## src/rtl/wb_pkg.sv

```systemverilog
// Shared writeback encodings: instruction classes, register-file mux selects,
// sequencer state encodings and the memory wait timeout. Main control and the
// datapath muxes import these so every block agrees on the codes.
package wb_pkg;

    typedef enum logic [2:0] {
        CLS_NONE   = 3'b000,
        CLS_RT_ALU = 3'b001,
        CLS_RD_ALU = 3'b010,
        CLS_LINK   = 3'b011,
        CLS_LOAD   = 3'b100,
        CLS_PUSH   = 3'b101,
        CLS_POP    = 3'b110,
        CLS_RSVD   = 3'b111
    } wb_class_e;

    // Register-write address mux select
    typedef enum logic [1:0] {
        WR_RT  = 2'b00,
        WR_R29 = 2'b01,
        WR_R31 = 2'b10,
        WR_RD  = 2'b11
    } wr_sel_e;

    // Write-data mux select
    typedef enum logic [1:0] {
        DS_ALU = 2'b00,
        DS_MEM = 2'b01,
        DS_PC4 = 2'b10,
        DS_SP  = 2'b11
    } data_sel_e;

    typedef enum logic [2:0] {
        ST_IDLE     = 3'd0,
        ST_WAIT_MEM = 3'd1,
        ST_WRITE1   = 3'd2,
        ST_WRITE2   = 3'd3,
        ST_DONE     = 3'd4
    } state_e;

    typedef struct packed {
        wr_sel_e   wr;
        data_sel_e data;
    } wb_mux_t;

    // Number of WAIT_MEM cycles tolerated before the load is abandoned
    localparam int unsigned WAIT_TIMEOUT = 15;
    localparam int unsigned WAIT_CNT_W   = 4;
    localparam logic [WAIT_CNT_W-1:0] WAIT_LAST = WAIT_CNT_W'(WAIT_TIMEOUT - 1);

    // Mux selects used during the first (or only) register write of a class
    function automatic wb_mux_t write1_mux(wb_class_e cls);
        wb_mux_t m;
        m.wr   = WR_RT;
        m.data = DS_ALU;
        case (cls)
            CLS_RD_ALU: m.wr = WR_RD;
            CLS_LINK: begin
                m.wr   = WR_R31;
                m.data = DS_PC4;
            end
            CLS_PUSH: begin
                m.wr   = WR_R29;
                m.data = DS_SP;
            end
            CLS_LOAD, CLS_POP: m.data = DS_MEM;
            default: ;
        endcase
        return m;
    endfunction

endpackage

```

## src/rtl/wb_sequencer_if.sv

```systemverilog
// Handshake between main control / memory and the writeback sequencer, plus
// the register-file controls the sequencer drives.
interface wb_sequencer_if;
    logic       start;
    logic [2:0] wb_class;
    logic       mem_valid;
    logic [1:0] wr_sel;
    logic [1:0] data_sel;
    logic       reg_write;
    logic       busy;
    logic       done;
    logic       err;

    modport master (
        output start, wb_class, mem_valid,
        input  wr_sel, data_sel, reg_write, busy, done, err
    );

    modport slave (
        input  start, wb_class, mem_valid,
        output wr_sel, data_sel, reg_write, busy, done, err
    );
endinterface

```

## src/rtl/wb_sequencer.sv

```systemverilog
// Writeback sequencer: accepts one instruction at a time from main control,
// waits for load data where needed, issues one or two register-file writes
// and ends with a done pulse qualified by err (illegal class or memory timeout).
module wb_sequencer
    import wb_pkg::*;
(
    input  logic           clk,
    input  logic           reset,
    wb_sequencer_if.slave  bus
);

    state_e                  state;
    state_e                  state_nxt;
    wb_class_e               cls_q;
    logic [WAIT_CNT_W-1:0]   wait_cnt;
    logic                    err_q;
    logic                    accept;
    logic                    timeout;
    wb_mux_t                 mux1;

    // Start is only honoured from IDLE; anything else leaves the sequence alone
    assign accept  = (state == ST_IDLE) && bus.start;
    // Timeout fires only when the last allowed wait cycle also lacks data
    assign timeout = (state == ST_WAIT_MEM) && !bus.mem_valid && (wait_cnt == WAIT_LAST);
    assign mux1    = write1_mux(cls_q);

    // State register
    always_ff @(posedge clk or negedge reset) begin
        if (!reset) begin
            state <= ST_IDLE;
        end else begin
            state <= state_nxt;
        end
    end

    // Latched class, abort flag and WAIT_MEM cycle counter
    always_ff @(posedge clk or negedge reset) begin
        if (!reset) begin
            cls_q    <= CLS_NONE;
            err_q    <= 1'b0;
            wait_cnt <= '0;
        end else begin
            if (accept) begin
                cls_q <= wb_class_e'(bus.wb_class);
                err_q <= (bus.wb_class == CLS_RSVD);
            end else if (timeout) begin
                err_q <= 1'b1;
            end

            if (state == ST_WAIT_MEM) begin
                wait_cnt <= wait_cnt + 1'b1;
            end else begin
                wait_cnt <= '0;
            end
        end
    end

    // Next-state decode
    always_comb begin
        state_nxt = state;
        unique case (state)
            ST_IDLE: begin
                if (bus.start) begin
                    case (bus.wb_class)
                        CLS_NONE, CLS_RSVD: state_nxt = ST_DONE;
                        CLS_LOAD, CLS_POP:  state_nxt = ST_WAIT_MEM;
                        default:            state_nxt = ST_WRITE1;
                    endcase
                end
            end
            ST_WAIT_MEM: begin
                // Data arriving on the last wait cycle still wins over timeout
                if (bus.mem_valid) begin
                    state_nxt = ST_WRITE1;
                end else if (timeout) begin
                    state_nxt = ST_DONE;
                end
            end
            ST_WRITE1: state_nxt = (cls_q == CLS_POP) ? ST_WRITE2 : ST_DONE;
            ST_WRITE2: state_nxt = ST_DONE;
            ST_DONE:   state_nxt = ST_IDLE;
            default:   state_nxt = ST_IDLE;
        endcase
    end

    // Moore output decode from state and latched class
    always_comb begin
        bus.reg_write = 1'b0;
        bus.wr_sel    = WR_RT;
        bus.data_sel  = DS_ALU;
        bus.done      = 1'b0;
        bus.err       = 1'b0;
        bus.busy      = (state != ST_IDLE);
        unique case (state)
            ST_WRITE1: begin
                bus.reg_write = 1'b1;
                bus.wr_sel    = mux1.wr;
                bus.data_sel  = mux1.data;
            end
            ST_WRITE2: begin
                // Second POP write updates the stack pointer
                bus.reg_write = 1'b1;
                bus.wr_sel    = WR_R29;
                bus.data_sel  = DS_SP;
            end
            ST_DONE: begin
                bus.done = 1'b1;
                bus.err  = err_q;
            end
            default: ;
        endcase
    end

endmodule
```

## src/flat_wrapper.sv

```systemverilog
// flat-port wrapper written by rule: the top's interface ports become plain ports
module wb_sequencer_flat import wb_pkg::*;
  (clk, reset, bus_start, bus_wb_class, bus_mem_valid, bus_wr_sel, bus_data_sel, bus_reg_write, bus_busy, bus_done, bus_err);
  wb_sequencer_if bus_i ();
  input  logic clk;
  input  logic reset;
  input wire logic [$bits(bus_i.start)-1:0] bus_start;
  input wire logic [$bits(bus_i.wb_class)-1:0] bus_wb_class;
  input wire logic [$bits(bus_i.mem_valid)-1:0] bus_mem_valid;
  output wire logic [$bits(bus_i.wr_sel)-1:0] bus_wr_sel;
  output wire logic [$bits(bus_i.data_sel)-1:0] bus_data_sel;
  output wire logic [$bits(bus_i.reg_write)-1:0] bus_reg_write;
  output wire logic [$bits(bus_i.busy)-1:0] bus_busy;
  output wire logic [$bits(bus_i.done)-1:0] bus_done;
  output wire logic [$bits(bus_i.err)-1:0] bus_err;
  assign bus_i.start = bus_start;
  assign bus_i.wb_class = bus_wb_class;
  assign bus_i.mem_valid = bus_mem_valid;
  assign bus_wr_sel = bus_i.wr_sel;
  assign bus_data_sel = bus_i.data_sel;
  assign bus_reg_write = bus_i.reg_write;
  assign bus_busy = bus_i.busy;
  assign bus_done = bus_i.done;
  assign bus_err = bus_i.err;
  wb_sequencer u_core (.clk(clk), .reset(reset), .bus(bus_i));
endmodule
```

## config.mk

```make
export PLATFORM = sky130hd
export DESIGN_NAME = wb_sequencer_flat
export DESIGN_NICKNAME = d
export VERILOG_FILES = /design/src/rtl/wb_pkg.sv /design/src/rtl/wb_sequencer_if.sv /design/src/rtl/wb_sequencer.sv /design/src/flat_wrapper.sv
export SDC_FILE = /design/constraint.sdc
export NUM_CORES = 1
export LEC_CHECK = 0
export ABC_AREA = 1
export BUFFER_PORTS_ARGS = -buffer_cell sky130_fd_sc_hd__buf_2
export CORE_UTILIZATION = 35
export CTS_CLUSTER_DIAMETER = 120
export DETAILED_ROUTE_END_ITERATION = 10
export MAX_ROUTING_LAYER = met4
export SYNTH_ARGS = -nofsm -noshare
export SYNTH_HDL_FRONTEND = slang
export SYNTH_SLANG_ARGS = --single-unit
export TNS_END_PERCENT = 20
```

## constraint.sdc

```tcl
create_clock -name clk -period 2.08 [get_ports clk]
set_input_delay 0 -clock clk [delete_from_list [all_inputs] [get_ports clk]]
set_output_delay 0 -clock clk [all_outputs]
set_load 0.01 [all_outputs]
```

==> results of run 1 <==
logic make-up (layout without fill, tap and decap cells):
| group | after synthesis | after routing | share of synthesized area [%] |
|---|---|---|---|
| AOI/OAI and AO/OA | 16 | 16 | 12.0 |
| xor gates and xnor gates | 1 | 1 | 1.22 |
| adders and majority gates | 2 | 2 | 3.49 |
| buffers and inverters | 16 | 34 | 9.77 |
| DFF | 11 | 11 | 38.4 |
| and+or+nand+nor | 50 | 50 | 35.1 |
area by class of cell:
class / count / area (µm²)
timing repair buffer: 15 / 80.1
multi-input combinational: 69 / 372
clock buffer: 4 / 26.3
inverter: 15 / 58.8
fill: 209 / 1100
tap: 27 / 33.8
sequential: 11 / 275
registers in the layout, summed over array words and instances, names as in the netlist:
register	cells
u_core.cls_q	3
u_core.wait_cnt	4
u_core.err_q	1
u_core.state	3
final timing paths:
kind                                              startpoint                            to  cells after the start
worst max-delay path             u_core.state[1]$_DFFE_PN0P_               bus_data_sel[1]                      5
worst min-delay path                         bus_wb_class[0]   u_core.cls_q[0]$_DFFE_PN0P_                      3
worst max register to register   u_core.state[1]$_DFFE_PN0P_   u_core.state[1]$_DFFE_PN0P_                      6
worst min register to register  u_core.wait_cnt[0]$_DFF_PN0_  u_core.wait_cnt[0]$_DFF_PN0_                      1
max in group asynchronous                              reset      u_core.err_q$_DFFE_PN0P_                      2
min in group asynchronous                              reset   u_core.cls_q[2]$_DFFE_PN0P_                      2
stage by stage:
stage	instance area [µm²]	instances	setup slack [ps]
after detailed placement	810	136	881
after global routing	846	141	485
after floorplan	717	96	989
after CTS	846	141	656
after global placement	810	136	893
final	846	141	616
per-layer routing:
metal	GRT usage, %	wire length (µm)
met1	20.6	688
met2	19.7	600
met3	2.69	57
met4	7.43	24
met5	-	0
power groups by stage:
stage                     sequential [µW]  clock (µW)  combinational [µW]
after floorplan                       350           0                 391
final                                 378         146                 481
after detailed placement              381           0                 481
after global routing                  391         166                 554
after CTS                             377         152                 484
after global placement                375           0                 477
Yosys cell counts, drive strengths merged:
library cell / n / area (µm²)
nor2: 17 / 83.8
inv: 15 / 58.8
ha: 2 / 25.0
a21oi: 5 / 28.8
dfrtp: 11 / 275
nand2: 21 / 93.8
o21bai: 1 / 7.51
nand3: 8 / 50.1
nor4: 1 / 6.26
o21ai: 10 / 50.1
nor3: 2 / 10.0
nor3b: 1 / 7.51
xnor2: 1 / 8.76
buf: 1 / 11.3
worst max-delay path, stage by stage, from the launching register on:
cell,delay [ps]
dfrtp_1,540
nand2_1,90
nor2_1,150
nand2_1,90
o21ai_0,160
buf_2,170
==> out/results.ini, run 1 <==
[outcome]
outcome = finished, final reports clean

[power_and_ir_drop]
power_switching_uw = 467
power_leakage_uw = 0.000442
pwr-share-clk_pct = 14.6
p_int_uw = 539
power_density_nw_per_um2 = 1190
ir_drop_v = 0.000551
fin_total_pwr_uw = 1010
pwr-share-comb_pct = 47.8
seqPwrFrac_pct = 37.6
p_sw_share_pct = 46.4

[cells_and_area]
fin_util_pct = 43.6
final_layout_size_suffix_gt1_share_pct = 29.8
final_cell_mix = nand2_1 (17), buf_2 (14), inv_1 (11), nor2_1 (11), dfrtp_1 (11)
layout.cells.most_common = nand2_1
final_nets = 124
layout-area-overhead-vs-synth_pct = 18.0
n_antenna_cell = 0

[setup_path]
cp_data_arrival_time_ps = 1460
cp.required_ps = 2080
crit_path_start_kind = register
worst-setup-path-type = reg2out
reg2reg_slack_ps = 880
crit_fanout = 8
endpoint_kind = primary output

[placement]
globalplace.congestion = 0.809
portBuffers = 14
dp_hpwl_um = 1100

[clock_tree]
cts-root-buf = clkbuf_4
cts_tree = yes
numCtsBuffers = 3
path_clk_slew_ps = 70
ctsHoldBuffers = 1
cts_sinks = 11
postCtsSetupBuffers = 0
clock_latency_ps = 270
cts.htree.levels = 1
clock_path_buffers = 2
cts_resized = 0

[sta]
drv_slew = 0
max-slew-margin-rel_pct = 77.7
period_minus_slack_ps = 1460
fmax_mhz = 683
finalCritPeriodShare_pct = 70.4
whs_ps = 47.6
rsz0062_at_grt = false
worst_pin_slew_ps = 334
hold_viol = 0
fin_tns_setup_ps = 0
clock_skew_ps = 0.618
setup-violations-final = 0

[global_routing]
grt_use_total_pct = 14.7
grt_start_max_net_pins = 12
antenna_found_initial = 0
overflow = 0
grt_pass1_vias = 520
grt_pass1_wl_um = 2210

[floorplan]
io_pins = 15
die_w_um = 47.3
die_area_um2 = 2230
initial_core_util_pct = 36.9
rows = 16
dieHeight_um = 47.3
core_area_um2 = 1940

[synth]
syn_nets = 105
ys_seq_area_share_pct = 38.4
synthCells = 96
ys_seq_elements = 11
synth_area_um2 = 717
synth_warnings = 0
synth_area_per_cell_um2 = 7.47
synth_cell_type_count = 23

[detailed_routing]
antenna_left = 0
avgViaCountPerCell = 4.47
wl_per_cell_um = 9.72
route.detailed.drc = 0
num_vias = 630
drtIter0Drc = 13
totalWireLength_um = 1370
firstDrtPassIters = 4

[run]
cap_violations = 0

[min_path]
hold_class = in2reg

No activity file was read; power rests on OpenSTA's default activity.
==> run 2, diff against run 1 <==
clock period = 1.4 ns   (was 2.08 ns; I/O delays follow)
==> run 2 against run 1 <==
  * Cell count up 0.71%
  * Core utilization rose by 1.4 points
  * Critical path depth increased by 1
  * Power rose by 53%
  * Largest power group unchanged
  * Worst hold slack better by 3.5 ps
  * Highest routed layer unchanged
  * Via count up 0.63%
  * Setup slack worse by 560 ps
==> out/results.ini, run 2 (synthesized netlist as in run 1, its figures left out) <==
[floorplan]
dieHeight_um = 47.3  ; unchanged
initial_core_util_pct = 36.9  ; unchanged
die_area_um2 = 2230  ; unchanged
rows = 16  ; unchanged
io_pins = 15  ; unchanged
die_w_um = 47.3  ; unchanged
core_area_um2 = 1940  ; unchanged

[sta]
rsz0062_at_grt = true  ; was false
drv_slew = 0  ; unchanged
max-slew-margin-rel_pct = 82.7  ; was 77.7%
fmax_mhz = 743
worst_pin_slew_ps = 259  ; was 334 ps
finalCritPeriodShare_pct = 96.2
setup-violations-final = 0  ; unchanged
period_minus_slack_ps = 1350
clock_skew_ps = 13.9  ; was 0.618 ps
hold_viol = 0  ; unchanged

[detailed_routing]
drtIter0Drc = 2  ; was 13
antenna_left = 0  ; unchanged
wl_met2_um = 592  ; was 600 µm
drt-met1-wl_um = 732  ; was 688 µm
wl_met3_um = 32  ; was 57 µm
firstDrtPassIters = 3  ; was 4
totalWireLength_um = 1370  ; about the same
wl_per_cell_um = 9.66  ; was 9.72 µm
num_vias = 634  ; was 630
avgViaCountPerCell = 4.46  ; was 4.47
highest_layer = met4  ; unchanged
route.detailed.drc = 0  ; unchanged

[placement]
portBuffers = 14  ; unchanged
dp_hpwl_um = 1070  ; was 1100 µm
place_area_um2 = 810  ; unchanged
globalplace.congestion = 0.809  ; about the same

[clock_tree]
clock_latency_ps = 270  ; about the same
path_clk_slew_ps = 80  ; was 70 ps
cts-root-buf = clkbuf_4  ; unchanged
cts_sinks = 11  ; unchanged
cts.htree.levels = 1  ; unchanged
cts_tree = yes  ; unchanged
numCtsBuffers = 3  ; unchanged
clock_path_buffers = 2  ; unchanged

[global_routing]
antenna_found_initial = 0  ; unchanged
grt_start_max_net_pins = 12  ; unchanged
overflow = 0  ; unchanged
grt_pass1_vias = 492  ; was 520
grt_pass1_wl_um = 2030  ; was 2210 µm
grt_use_total_pct = 14.3  ; was 14.7%

[cells_and_area]
final_cell_mix = nand2_1 (17), buf_2 (14), inv_1 (11), nor2_1 (10), dfrtp_1 (8)  ; was nand2_1 (17), buf_2 (14), inv_1 (11), nor2_1 (11), dfrtp_1 (11)
layout-area-overhead-vs-synth_pct = 21.6  ; was 18.0%
largest-register = u_core.wait_cnt  ; unchanged
largestRegisters = u_core.wait_cnt: 4 flops, u_core.cls_q: 3 flops, u_core.state: 3 flops  ; unchanged
fin_area_um2 = 872  ; was 846 µm²
layout.cells.most_common = nand2_1  ; unchanged
n_antenna_cell = 0  ; unchanged
final_layout_size_suffix_gt1_share_pct = 36.5  ; was 29.8%
largest_reg_flops = 4  ; unchanged
final_nets = 125  ; was 124

[power_and_ir_drop]
power_density_nw_per_um2 = 1760  ; was 1190 nW/µm²
pwr-share-clk_pct = 14.0  ; was 14.6%
pwr-share-comb_pct = 48.8  ; was 47.8%
p_int_uw = 825  ; was 539 µW
power_switching_uw = 713  ; was 467 µW
ir_drop_v = 0.000614  ; was 0.000551 V
seqPwrFrac_pct = 37.2  ; was 37.6%
p_sw_share_pct = 46.3  ; was 46.4%
power_leakage_uw = 0.000447  ; was 0.000442 µW
fin_total_pwr_uw = 1540  ; was 1010 µW

[setup_path]
crit_path_start_kind = register  ; unchanged
worst-setup-path-type = reg2out  ; unchanged
cp_data_arrival_time_ps = 1350  ; was 1460 ps
cp.required_ps = 1400  ; was 2080 ps
endpoint_kind = primary output  ; unchanged
crit_fanout = 4  ; was 8

[min_path]
hold_class = in2reg  ; unchanged

[outcome]
outcome = finished, final reports clean  ; unchanged

[run]
cap_violations = 0  ; unchanged

run 2: metrics by stage:
step / hold slack, ps / cells / util [%] / TNS (ps) / worst slack, ps
after floorplan: -296 / 96 / - / 0 / 309
after global placement: -119 / 136 / 41.7 / 0 / 213
after detailed placement: -117 / 136 / 41.7 / 0 / 215
after CTS: 44.1 / 141 / 43.8 / 0 / 12.1
after global routing: 54.7 / 142 / 44.9 / -30.4 / -29.3
final: 51.1 / 142 / 44.9 / 0 / 53.8
run 2: worst max-delay path, stage by stage, from the launching register on:
cell and delay [ps]:
dfrtp_2 460, inv_2 90, nand2_1 60, nor2_2 110
nand2_1 70, o21ai_0 130, buf_2 150
run 2: worst paths after layout:
check | cells past startpoint | slack (ps) | end | from
setup reg to reg | 6 | 250 | u_core.state[1]$_DFFE_PN0P_ | u_core.state[1]$_DFFE_PN0P_
setup / recovery | 6 | 50 | bus_wr_sel[0] | u_core.state[0]$_DFFE_PN0P_
hold / removal | 4 | 50 | u_core.err_q$_DFFE_PN0P_ | bus_start
min in group asynchronous | 2 | 130 | u_core.err_q$_DFFE_PN0P_ | reset
hold reg to reg | 1 | 490 | u_core.wait_cnt[0]$_DFF_PN0_ | u_core.wait_cnt[0]$_DFF_PN0_
max in group asynchronous | 2 | 1020 | u_core.state[1]$_DFFE_PN0P_ | reset
run 2: what timing repair did:
item                                    CTS  global route
hold endpoints to repair                 11             0
buffers inserted                          0             1
resized for setup                         2             6
endpoints found under the setup margin    2             4
hold buffers                              1             0
pin swaps                                 0             1
run 2: cell type report:
type | instances | area, µm²
Tap cell | 27 | 33.8
Clock buffer | 3 | 22.5
Timing Repair Buffer | 16 | 87.6
Inverter | 15 | 58.8
Sequential cell | 11 | 279
Fill cell | 206 | 1070
Clock inverter | 1 | 5.00
Multi-Input combinational cell | 69 | 385
run 2: layer usage:
layer  global-route usage [%]  up-vias
met5                        -        -
met4                     10.3        0
met3                     2.31        2
met2                     18.6        9
met1                     19.4      281
li1                         -      342
run 2: power by group through the flow:
stage,combinational (µW),clock (µW),sequential (µW)
after floorplan,581,0,520
after global placement,709,0,557
after detailed placement,710,0,562
after CTS,718,227,563
after global routing,858,244,587
final,751,215,571
